===== config.mk =====
export PLATFORM = sky130hd
export DESIGN_NAME = paddle_motion_ctrl
export DESIGN_NICKNAME = d
export VERILOG_FILES = /design/src/rtl/paddle_motion_ctrl.sv
export SDC_FILE = /design/constraint.sdc
export NUM_CORES = 1
export LEC_CHECK = 0
export BUFFER_PORTS_ARGS = -buffer_cell sky130_fd_sc_hd__buf_2
export CORE_ASPECT_RATIO = 1.2
export CORE_MARGIN = 3
export CORE_UTILIZATION = 50
export DETAILED_ROUTE_END_ITERATION = 8
export HOLD_SLACK_MARGIN = 0.03
export MAX_ROUTING_LAYER = met4
export PLACE_DENSITY = 0.73
export SYNTH_ARGS = -nofsm -noshare
export SYNTH_HDL_FRONTEND = slang
export SYNTH_SLANG_ARGS = --single-unit
export TNS_END_PERCENT = 1

===== constraint.sdc =====
create_clock -name clk -period 2.18 [get_ports clk]
set_input_delay 0.327 -clock clk [delete_from_list [all_inputs] [get_ports clk]]
set_output_delay 0.327 -clock clk [all_outputs]
set_load 0.05 [all_outputs]

===== src/rtl/paddle_motion_ctrl.sv =====
// Turns raw paddle buttons into a per-frame go/up/down control stream for the paddle drawer.
// Buttons are synchronised and debounced; moves are paced to the frame tick and clamped on screen.
module paddle_motion_ctrl #(
  parameter int unsigned FRAME_CYCLES    = 833333,
  parameter int unsigned DEBOUNCE_CYCLES = 250000,
  parameter int unsigned STEP            = 2,
  parameter int unsigned Y_INIT          = 96,
  parameter int unsigned Y_MAX           = 192
) (
  input  logic       clk,
  input  logic       reset,
  input  logic       key_up_n,
  input  logic       key_down_n,
  input  logic       erase_done,
  output logic       go,
  output logic       up,
  output logic       down,
  output logic [7:0] paddle_y,
  output logic       frame_tick,
  output logic       busy
);

  localparam int unsigned FrameW = (FRAME_CYCLES > 1) ? $clog2(FRAME_CYCLES) : 1;
  localparam int unsigned DbW    = (DEBOUNCE_CYCLES > 1) ? $clog2(DEBOUNCE_CYCLES) : 1;

  localparam logic [FrameW-1:0] FrameLast = FrameW'(FRAME_CYCLES - 1);
  localparam logic [DbW-1:0]    DbLast    = DbW'(DEBOUNCE_CYCLES - 1);
  localparam logic [8:0]        Step9     = 9'(STEP);
  localparam logic [8:0]        YMax9     = 9'(Y_MAX);
  localparam logic [7:0]        YInit     = 8'(Y_INIT);

  localparam logic [1:0] StIdle      = 2'd0;
  localparam logic [1:0] StSample    = 2'd1;
  localparam logic [1:0] StEraseWait = 2'd2;
  localparam logic [1:0] StStepping  = 2'd3;

  // Bit 0 is the up key, bit 1 the down key throughout.
  logic [1:0]     meta_q, sync_q;
  logic [1:0]     pressed_sync;
  logic [1:0]     level_q, level_d;
  logic [DbW-1:0] db_cnt_q [2];
  logic [DbW-1:0] db_cnt_d [2];

  logic [FrameW-1:0] frame_cnt_q, frame_cnt_d;

  logic [1:0] state_q, state_d;
  logic       dir_dn_q, dir_dn_d;
  logic [3:0] n_q, n_d;
  logic       go_q, go_d;
  logic [7:0] y_q, y_d;

  logic       want_up, want_dn;
  logic [8:0] y9, room_dn, n_dn9, n_up9, sel_n9;

  // Inversion after the synchroniser so the metastable path carries the raw pin level.
  assign pressed_sync = ~sync_q;

  always_comb begin
    level_d = level_q;
    for (int k = 0; k < 2; k++) begin
      db_cnt_d[k] = '0;
      if (pressed_sync[k] != level_q[k]) begin
        if (db_cnt_q[k] == DbLast) begin
          level_d[k] = pressed_sync[k];
        end else begin
          db_cnt_d[k] = db_cnt_q[k] + DbW'(1);
        end
      end
    end
  end

  always_ff @(posedge clk) begin
    if (reset) begin
      meta_q  <= 2'b11;
      sync_q  <= 2'b11;
      level_q <= 2'b00;
      for (int k = 0; k < 2; k++) begin
        db_cnt_q[k] <= '0;
      end
    end else begin
      meta_q  <= {key_down_n, key_up_n};
      sync_q  <= meta_q;
      level_q <= level_d;
      for (int k = 0; k < 2; k++) begin
        db_cnt_q[k] <= db_cnt_d[k];
      end
    end
  end

  assign frame_tick  = (frame_cnt_q == FrameLast);
  assign frame_cnt_d = frame_tick ? '0 : frame_cnt_q + FrameW'(1);

  always_ff @(posedge clk) begin
    if (reset) begin
      frame_cnt_q <= '0;
    end else begin
      frame_cnt_q <= frame_cnt_d;
    end
  end

  assign want_up = level_q[0] & ~level_q[1];
  assign want_dn = level_q[1] & ~level_q[0];

  // y never exceeds Y_MAX, so the down headroom cannot underflow.
  always_comb begin
    y9      = {1'b0, y_q};
    room_dn = YMax9 - y9;
    n_dn9   = (Step9 < room_dn) ? Step9 : room_dn;
    n_up9   = (Step9 < y9) ? Step9 : y9;
    sel_n9  = want_dn ? n_dn9 : n_up9;
  end

  always_comb begin
    state_d  = state_q;
    dir_dn_d = dir_dn_q;
    n_d      = n_q;
    go_d     = 1'b0;
    y_d      = y_q;
    case (state_q)
      StIdle: begin
        if (frame_tick) begin
          state_d = StSample;
        end
      end
      StSample: begin
        if ((want_up || want_dn) && (sel_n9 != 9'd0)) begin
          dir_dn_d = want_dn;
          n_d      = sel_n9[3:0];
          go_d     = 1'b1;
          state_d  = StEraseWait;
        end else begin
          state_d = StIdle;
        end
      end
      StEraseWait: begin
        if (erase_done) begin
          state_d = StStepping;
        end
      end
      StStepping: begin
        y_d = dir_dn_q ? y_q + 8'd1 : y_q - 8'd1;
        n_d = n_q - 4'd1;
        if (n_q == 4'd1) begin
          state_d = StIdle;
        end
      end
      default: begin
        state_d = StIdle;
      end
    endcase
  end

  always_ff @(posedge clk) begin
    if (reset) begin
      state_q  <= StIdle;
      dir_dn_q <= 1'b0;
      n_q      <= 4'd0;
      go_q     <= 1'b0;
      y_q      <= YInit;
    end else begin
      state_q  <= state_d;
      dir_dn_q <= dir_dn_d;
      n_q      <= n_d;
      go_q     <= go_d;
      y_q      <= y_d;
    end
  end

  assign go       = go_q;
  assign up       = (state_q == StStepping) && !dir_dn_q;
  assign down     = (state_q == StStepping) && dir_dn_q;
  assign busy     = (state_q != StIdle);
  assign paddle_y = y_q;

endmodule


[Word level (Yosys, flattened, before mapping)]
Memory sizes are Yosys's and may differ from the RTL's.
Index checks and enable logic that the tools add are counted.
Word-level totals
  register bits: 42
  latch bits: 0
  bits in writable memories: 36
  ROM bits: 0
  output and inout bits: 13
  word-level logic and storage cells: 78
  memories kept: 1
Memory list
  db_cnt_q: depth 2, width 18, read ports 2, clocked after memory_dff 0, wr ports 2, RTL line 41  | logic [DbW-1:0] db_cnt_q [2];
Cells by class
  add/subtract/negate cells: 7
  $mul: 0
  div/mod/pow operators: 0
  $lt $le $gt $ge: 2
  eq/ne operators: 13
  shift-type cells: 0
  mux-type cells: 21
  bitwise logic cells: 8
  reductions and logical operators: 16
Operator list (number)
  $mux 18: 6
  $add 18x1->18 const B: 2
  $eq 18x18->1 const B: 2
  $add 20x1->20 const B: 1
  $eq 20x20->1 const B: 1
  $mux 9: 2
  $mux 8: 2
  $lt 2x9->1 const A: 1
  $reduce_bool 9->1: 1
  $sub 8x8->9 const A: 1
  $add 8x1->8 const B: 1
  $lt 2x8->1 const A: 1
  $mux 2: 4
  $ne 2x2->1 const B: 4
  $pmux 2 s4: 1
  $pmux 4 s2: 1
  $reduce_and 2->1: 4
  $sub 8x1->8 const B: 1
  $eq 2x2->1 const B: 2
  $eq 4x1->1 const B: 1
  $mux 1: 4
  $mux 4: 1
  $reduce_bool 2->1: 2
  $reduce_or 2->1: 2
  12 further kinds: 19

[Logic depth before layout (Yosys ltp)]
Gate-level depths: netlist (run 1).
  depth after elaboration: 8
  gate-level depth with buffers: 8
  gate-level depth less buffers: 7

[Least setup slack after synthesis (run 1)]
OpenSTA, ideal clock, no wires.
  kind: register -> register
  start point: register frame_cnt_q[0]
  end point: register frame_cnt_q[10]
  setup time: 0.115 ns
  arrival: 2.401 ns
  setup slack: -0.335 ns
  cell stages (with the launch flop): 9
  period minus slack after synthesis: 2.515 ns
  cells stage by stage: dfxtp_1 inv_1 ha_1 nand4b_1 or3_1 nor4_2 or2_2 buf_4 nor2_1
On the way
  word-level cells in the longest chain between the ends: 2
  elaborated cells between the ends (all ways): 3
RTL lines
  from (decl): RTL line 44  | logic [FrameW-1:0] frame_cnt_q, frame_cnt_d;
  from (signal assigned): RTL line 97  | frame_cnt_q <= frame_cnt_d;
  $eq 20x20->1: RTL line 90  | assign frame_tick = (frame_cnt_q == FrameLast);
  named net frame_tick: RTL line 19  | output logic frame_tick,
  $reduce_or 2->1 (no line)
The timed path passes the listed nets, and every way through them passes these cells.
A chain may end at the register's enable or synchronous reset.

[Worst setup path in the final report (run 1)]
  start point: register frame_cnt_q[0]
  end point: output port frame_tick
On the way
  word-level cells in the longest chain between the ends: 1
RTL lines (RTL line)
  $eq 20x20->1: 90
  to (decl): 19
No other way between the ends.

==> results of run 1 <==
## cell usage after synthesis, types with 3 or more instances
cell type	number	area, µm²
a211oi_1	4	30.0
a21oi_1	12	60.1
and3_1	5	31.3
and4_1	4	35.0
buf_4	4	30.0
clkbuf_1	5	18.8
dfxtp_1	78	1560
ha_1	15	188
inv_1	21	78.8
mux2i_1	3	30.0
nand2_1	27	101
nand3_1	26	130
nand3b_1	3	22.5
nand4_1	14	87.6
nor2_1	79	297
nor3_1	17	85.1
nor4_1	3	18.8
nor4b_1	4	35.0
o2111ai_1	3	26.3
o211ai_1	3	22.5
o21ai_0	5	25.0
or2_2	6	37.5
or3_1	5	31.3
xnor2_1	30	263
xor2_1	27	236
## flip-flops by register name (all words and copies together) (netlist names), named ones only
register,count
paddle_y,8
state_q,1
sync_q,2
dir_dn_q,1
go,1
level_q,2
meta_q,2
frame_cnt_q,20
n_q,4
db_cnt_q,36
## area by class of cell
cell class / count / area (µm²) / share of cell area (%)
Sequential cell: 78 / 1560 / 37.2
Multi-Input combinational cell: 324 / 2070 / 49.3
Clock buffer: 11 / 141 / 3.37
Tap cell: 90 / 113 / 2.68
Inverter: 21 / 78.8 / 1.88
Clock inverter: 5 / 81.3 / 1.94
Timing Repair Buffer: 25 / 151 / 3.60
## routing by layer
layer | part of all wire [%] | vias to the layer above | wire, µm | GRT usage, %
li1 | - | 1541 | - | -
met1 | 47 | 1364 | 3290 | 21.3
met2 | 47 | 47 | 3300 | 29.8
met3 | 2.8 | 20 | 198 | 4.58
met4 | 2.6 | 0 | 180 | 8.65
met5 | 0 | - | 0 | -
## cell usage in the layout, fill, tap and decap left out, drive strengths merged, types with 5 or more instances in the layout
master / netlist / routed
nor3: 17 / 17
xor2: 27 / 27
o21ai: 5 / 5
inv: 21 / 22
nor2: 79 / 79
nor4: 5 / 5
nand2: 27 / 27
clkbuf: 5 / 11
or2: 7 / 7
and3: 5 / 5
buf: 7 / 25
ha: 15 / 15
a21oi: 12 / 12
nand4: 14 / 14
xnor2: 30 / 30
or3: 5 / 5
dfxtp: 78 / 78
nand3: 26 / 26
## what timing repair did
item	CTS	global route
pin swaps	1	0
resized for setup	2	5
setup endpoints to repair	1	3
## path summary, 6_finish.rpt
| check | startpoint | endpoint | cells after the start |
|---|---|---|---|
| min | key_up_n | meta_q[0] | 2 |
| max reg2reg | paddle_y[1] | n_q[1] | 7 |
| min reg2reg | meta_q[1] | sync_q[1] | 1 |
| max | frame_cnt_q[0] | frame_tick | 6 |
## critical path: stages, from the launching register on
cell and delay [ns]:
dfxtp_2 0.35, inv_2 0.05, ha_1 0.13, nand4b_1 0.09, or3_4 0.34, nor4_4 0.23, buf_6 0.21
## cells by family (layout without fill, tap and decap cells)
kind of cell | count (synthesis) | after routing | synth area share, %
simple gates | 208 | 208 | 27.6
flops | 78 | 78 | 41.4
xor+xnor | 57 | 57 | 13.2
compound gates | 39 | 39 | 7.21
buf+inv | 33 | 62 | 3.95
fa+ha+maj | 16 | 16 | 5.51
mux | 4 | 4 | 1.10
## power by group
group	switching [mW]	internal [mW]	total [mW]	leakage (nW)
sequential	0.00751	1.43	1.44	0.631
combinational	0.0284	0.0145	0.0429	0.772
clock	0.533	0.678	1.21	0.110
==> flow_summary_export.csv, run 1 <==
group,metric,value,unit
place,pre_cts_slack,0.175,ns
clocking,clockRootBuffer,"clkbuf_8",
critical_path,worstSetupPathType,"flip-flop to output pin",
critical_path,arrival,1.75,ns
floorplanning,rows,34,
route,via_count,2972,
critical_path,required,1.85,ns
synthesis,async_flop_share,0,%
clocking,cts_buffers,9,
pwr,ir_drop,0.435,mV
global_routing,grt_pass1_vias,2857,
sta,fin_setup_tns,0,ns
place,portBuffers,17,
synthesis,synthesis.area,3770,µm²
clocking,cts_max_level,3,
global_routing,grt_max_degree,28,
synthesis,syn_inst,435,
synthesis,synth_edf_count,0,
pwr,p_total,2.69,mW
sta,rsz0062_at_grt,"false",
synthesis,yosys_most_used_dff,"dfxtp_1",
sta,finalClockSkew,0.00729,ns
sta,max-slew-margin-rel,61.9,%
clocking,clk_pin_slew,0.08,ns
finish,fin_area,4200,µm²
synthesis,synth.avg_cell_area,8.66,µm²
finish,area.growth.synth_to_final,11.5,%
sta,worstMarginPinSlew,0.572,ns
floorplanning,die_x,85.3,µm
place,post_dp_cell_area,3970,µm²
sta,fin_ws,0.104,ns
sta,fmax,0.482,GHz
global_routing,grt_pass1_wl,12500,µm
route,ant_nets,0,
critical_path,crit_fanout,5,
synthesis,ys_warn_count,0,
finish,n_fill_cell,659,
run_status,status,"finished, final reports clean",
global_routing,overflow,0,
route,drc,0,
place,finalWeightedCongestion,0.824,
place,dp.cells,538,
floorplanning,die_h,101,µm
clocking,cts_tree,"yes",
worst_hold_path,hold_path_class,"input pin to flip-flop",
pwr,p_per_area,641,nW/µm²
clocking,cts_hold_buf,0,
synthesis,synth_seq_area_share,41.4,%
sta,holdWs,0.154,ns
route,drt_iter0_markers,83,
sta,fin_crit,2.08,ns
floorplanning,coreArea,7270,µm²
route,firstDrtPassIters,4,
clocking,clock_sinks,78,
floorplanning,start_util,51.8,%
critical_path,reg2reg_slack,0.22,ns
job,max-cap-violations,0,
synthesis,ys_types,51,
sta,period_share,95.2,%
pwr,p_leak,1.51,nW
critical_path,end_kind,"output pin",
finish,drive_above_1_share,12.5,%
synthesis,synth_seq_cells,78,
route,routed_wl,6970,µm
place,dp_hpwl,4890,µm
global_routing,antenna_found_initial,0,
synthesis,syn_nets,456,
finish,fin_nets,480,
finish,final-instance-count-excl-fill,554,
finish,fin_util,57.8,%
finish,antenna_cells,0,
critical_path,critPathLaunchType,"flip-flop",
global_routing,gr-usage-all-layers,18.4,%
clocking,worstSkewPairLatency,0.36,ns
floorplanning,ioPinCount,18,
sta,finalHoldViolCount,0,
route,wl_per_cell,12.6,µm
clocking,clockBufferDepth,2,
clocking,post-cts-setup-buffers,0,
sta,report.final.slew_viol_count,0,
route,vias_per_cell,5.36,
floorplanning,die_area,8620,µm²
sta,setup_violations,0,
No activity file was read; power rests on OpenSTA's default activity.
==> run 2: changes to the inputs <==
- CTS_BUF_LIST: default -> sky130_fd_sc_hd__clkbuf_4
==> run 2 against run 1 <==
Compared with the run above:
- worst hold slack worse by 0.071 ns
- cell count is 0.18% higher
- flip-flop and latch count unchanged
- combinational power hardly changed
- via count down 0.10%
- sequential power hardly changed
- sequential share of layout area is 0.49 points higher
- critical path depth unchanged
- power fell by 8.8%
- die area is the same
- largest cell class unchanged
- highest routed layer unchanged
==> flow_summary_export.csv, run 2 (synthesis results as in run 1) <==
group,metric,value,unit
clocking,cts_max_level,3,
critical_path,critPathLaunchType,"flip-flop",
global_routing,antenna_found_initial,0,
finish,largest_reg_flops,36,
route,routed_wl,6830,µm
sta,worstMarginPinSlew,0.603,ns
route,ant_nets,0,
pwr,netSwitchingPower,0.531,mW
finish,drive_above_1_share,12.7,%
floorplanning,die_area,8620,µm²
critical_path,end_kind,"output pin",
pwr,seqPwrFrac,58.7,%
clocking,worstSkewPairLatency,0.43,ns
place,portBuffers,17,
route,firstDrtPassIters,5,
floorplanning,start_util,51.8,%
route,wl_per_cell,12.3,µm
pwr,p_int,1.93,mW
floorplanning,coreArea,7270,µm²
critical_path,required,1.85,ns
sta,max-slew-margin-rel,59.8,%
global_routing,grt_pass1_vias,2844,
sta,rsz0062_at_grt,"true",
sta,report.final.slew_viol_count,0,
pwr,p_per_area,592,nW/µm²
critical_path,crit_fanout,5,
floorplanning,rows,34,
critical_path,worstSetupPathType,"flip-flop to output pin",
sta,fmax,0.471,GHz
sta,finalHoldViolCount,0,
finish,antenna_cells,0,
floorplanning,die_x,85.3,µm
clocking,clk_pin_slew,0.12,ns
route,vias_per_cell,5.35,
sta,fin_crit,2.12,ns
clocking,clockRootBuffer,"clkbuf_4",
critical_path,arrival,1.79,ns
finish,regMostFlops,"db_cnt_q",
worst_hold_path,hold_path_class,"input pin to flip-flop",
clocking,clock_sinks,78,
finish,fin_area,4150,µm²
finish,fin_nets,481,
place,pre_cts_slack,0.175,ns
route,drc,0,
route,drt_iter0_markers,86,
clocking,cts_tree,"yes",
sta,setup_violations,0,
sta,finalClockSkew,0.0134,ns
pwr,ir_drop,0.370,mV
global_routing,gr-usage-all-layers,18.0,%
sta,fin_ws,0.0591,ns
sta,holdWs,0.0825,ns
job,max-cap-violations,0,
global_routing,grt_pass1_wl,12300,µm
pwr,p_leak,1.49,nW
global_routing,grt_max_degree,28,
clocking,cts_buffers,9,
finish,area.growth.synth_to_final,10.0,%
place,post_dp_cell_area,3970,µm²
global_routing,overflow,0,
clocking,clockBufferDepth,2,
sta,period_share,97.3,%
floorplanning,ioPinCount,18,
pwr,combPwrFrac,1.7,%
route,via_count,2969,
finish,final_common_cell,"nor2_1",
floorplanning,die_h,101,µm
pwr,swShare,21.6,%
run_status,status,"finished, final reports clean",
place,dp_hpwl,4890,µm
pwr,p_clk_share,39.6,%
finish,layout_common_cells,"nor2_1 (79), dfxtp_1 (76), xnor2_1 (30)",
place,finalWeightedCongestion,0.824,
[run 2: cell types whose count changed in the layout (fill, tap and decap cells not counted), sizes merged]
cell / change
buf: +1
clkbuf: -1
clkinv: +1
[run 2: worst paths after layout]
kind | from | endpoint | slack, ns | cells past startpoint
worst max-delay path | frame_cnt_q[0] | frame_tick | 0.06 | 6
worst min-delay path | key_up_n | meta_q[0] | 0.08 | 2
worst max register to register | dir_dn_q | paddle_y[7] | 0.20 | 7
worst min register to register | meta_q[1] | sync_q[1] | 0.43 | 1
[run 2: routing by layer]
metal	wire length (µm)	GRT usage (%)	up-vias
li1	-	-	1543
met1	3230	21.2	1370
met2	3230	29.4	39
met3	191	4.09	17
met4	168	7.55	0
met5	0	-	-
[run 2: repair_timing]
action / CTS / global route
endpoints found under the setup margin: 1 / 3
setup buffers: 1 / 0
hold buffers: 0 / 0
resized for setup: 2 / 5
pin swaps: 1 / 0
gates cloned: 0 / 0
[run 2: per-stage QoR]
stage	setup TNS (ns)	total power [mW]	util (%)	std cells
6_report	0	2.46	57.0	555
5_1_grt	-0.0572	2.55	57.0	555
4_1_cts	0	2.49	56.9	555
3_5_place_dp	0	1.52	54.5	538
3_3_place_gp	0	1.51	54.5	538
2_1_floorplan	-1.33	1.51	-	435
[run 2: worst max-delay path, stage by stage, from the launching register on]
cell,delay [ns]
dfxtp_2,0.36
inv_2,0.05
ha_1,0.13
nand4b_1,0.09
or3_4,0.35
nor4_4,0.19
buf_6,0.20
[run 2: cell type report]
class                   instances  area (µm²)
fillers                       661        3130
multi-input cells             324        2070
inverters                      21        78.8
clock buffers                  10        75.1
well taps                      90         113
repair buffers                 26         159
flip-flops and latches         78        1560
clock inverters                 6        85.1
[run 2: power groups by stage]
stage,combinational [mW],sequential (mW),clock [mW]
floorplan,0.0352,1.47,0
global placement,0.0411,1.47,0
detailed placement,0.0430,1.47,0
CTS,0.0432,1.44,1.00
global route,0.0501,1.44,1.06
finish,0.0430,1.44,0.972
==> run 3: changes to the inputs <==
- PLACE_DENSITY: 0.73 -> 0.7
- SKIP_CTS_REPAIR_TIMING: default -> 1
- clock period: 2.18 -> 2.38 ns (I/O delays scaled with it)
==> run 3 against run 2 <==
Compared with the run above:
- highest routed layer unchanged
- cell area down 0.54%
- non-clock buffer count down 2
- combinational power down 12%
- worst setup slack better by 0.11 ns
- critical path depth unchanged
- largest cell class unchanged
==> flow_summary_export.csv, run 3 (synthesis results as in run 1) <==
group,metric,value,unit
run_status,status,"finished, final reports clean",
clocking,cts_buffers,9,
critical_path,slowest_delay,0.37,ns
global_routing,grt_pass1_vias,2921,
sta,period_share,92.9,%
clocking,clock_sinks,78,
critical_path,arrival,1.85,ns
critical_path,end_kind,"output pin",
sta,max-slew-margin-rel,61.4,%
floorplanning,start_util,51.8,%
clocking,clk_pin_slew,0.13,ns
sta,fmax,0.452,GHz
global_routing,use_met2,30.7,%
place,portBuffers,17,
global_routing,grt_max_degree,28,
job,max-cap-violations,0,
clocking,cts_max_level,3,
sta,rsz0062_at_grt,"false",
place,dp_hpwl,4970,µm
worst_hold_path,min_from,"key_up_n",
worst_hold_path,whs_path_depth,2,
finish,area.growth.synth_to_final,9.43,%
floorplanning,die_area,8620,µm²
sta,fin_ws,0.169,ns
global_routing,gr-usage-all-layers,18.3,%
finish,drive_above_1_share,11.2,%
finish,regMostFlops,"db_cnt_q",
clocking,clockRootBuffer,"clkbuf_4",
sta,worstMarginPinSlew,0.579,ns
pwr,p_total,2.25,mW
critical_path,r2r_end,"n_q[1]",
route,ant_nets,0,
floorplanning,die_h,101,µm
clocking,clockBufferDepth,2,
floorplanning,coreArea,7270,µm²
floorplanning,rows,34,
critical_path,cp_num_buf_inv,2,
route,vias_per_cell,5.41,
sta,report.final.slew_viol_count,0,
clocking,worstSkewPairLatency,0.42,ns
finish,final_common_cell,"nor2_1",
critical_path,crit_fanout,5,
critical_path,crit_chain,"inv_1, ha_1, nand4b_1, or3_1, nor4_4, buf_6",
route,wl_per_cell,12.6,µm
finish,antenna_cells,0,
critical_path,reg2reg_slack,0.31,ns
global_routing,antenna_found_initial,0,
finish,largest_reg_flops,36,
critical_path,worstSetupPathType,"flip-flop to output pin",
critical_path,regToRegStartpoint,"paddle_y[1]",
sta,fin_setup_tns,0,ns
floorplanning,die_x,85.3,µm
pwr,p_leak,1.48,nW
sta,holdWs,0.122,ns
global_routing,overflow,0,
global_routing,grt_pass1_wl,12500,µm
sta,fin_crit,2.21,ns
global_routing,use_met1,21.2,%
critical_path,cp_slowest_cell,"dfxtp_1",
route,drt_iter0_markers,89,
clocking,cts_tree,"yes",
finish,layout_common_cells,"nor2_1 (79), dfxtp_1 (78), xnor2_1 (30)",
route,routed_wl,6990,µm
route,via_count,2992,
floorplanning,ioPinCount,18,
critical_path,critPathLaunchType,"flip-flop",
route,drc,0,
pwr,p_per_area,546,nW/µm²
critical_path,rr_worst_depth,7,
route,firstDrtPassIters,4,
global_routing,grt_busiest_layer,"met2",
finish,fin_nets,479,
critical_path,crit_family,"simple AND/OR/NAND/NOR gates",
pwr,ir_drop,0.484,mV
critical_path,required,2.02,ns
place,finalWeightedCongestion,0.829,
place,pre_cts_slack,0.329,ns
global_routing,grtUsageMet3,3.43,%
sta,setup_violations,0,
worst_hold_path,hold_path_class,"input pin to flip-flop",
worst_hold_path,hold_end,"meta_q[0]",
sta,finalClockSkew,0.0148,ns
sta,finalHoldViolCount,0,
==> run 3: changes by cell type in the layout (fill, tap and decap cells not counted), sizes merged <==
cell	change
buf	-2
==> run 3: how the worst max path moves through the flow <==
stage	from	end	slack, ns	cells past startpoint
floorplan	paddle_y[0]	n_q[1]	-0.07	8
global placement	paddle_y[1]	n_q[1]	0.40	7
detailed placement	paddle_y[1]	n_q[1]	0.33	7
CTS	frame_cnt_q[0]	frame_tick	-0.16	6
global route	frame_cnt_q[0]	frame_tick	0.02	6
finish	frame_cnt_q[0]	frame_tick	0.17	6
==> run 3: where the power goes <==
group | internal, mW | total, mW | switching (mW)
Sequential | 1.31 | 1.32 | 0.00696
Clock | 0.437 | 0.895 | 0.458
Combinational | 0.0123 | 0.0377 | 0.0254
==> run 3: routing by layer <==
metal,part of all wire [%],vias to the layer above,routed length (µm)
met2,49,46,3430
met4,1.8,0,129
met3,3.0,12,211
li1,-,1554,-
met1,46,1380,3230
met5,0,-,0
==> run 3: cell type report <==
cell class / instances / area [µm²]
multi-input combinational: 324 / 2070
timing repair buffer: 24 / 144
tap: 90 / 113
clock inverter: 6 / 85.1
fill: 673 / 3150
inverter: 21 / 78.8
clock buffer: 10 / 75.1
sequential: 78 / 1560
==> run 3: metrics by stage <==
stage / cell area [µm²] / std cells / util [%]
2_1_floorplan: 3780 / 435 / -
3_3_place_gp: 3950 / 536 / 54.3
3_5_place_dp: 3950 / 536 / 54.3
4_1_cts: 4110 / 552 / 56.5
5_1_grt: 4120 / 553 / 56.7
6_report: 4120 / 553 / 56.7
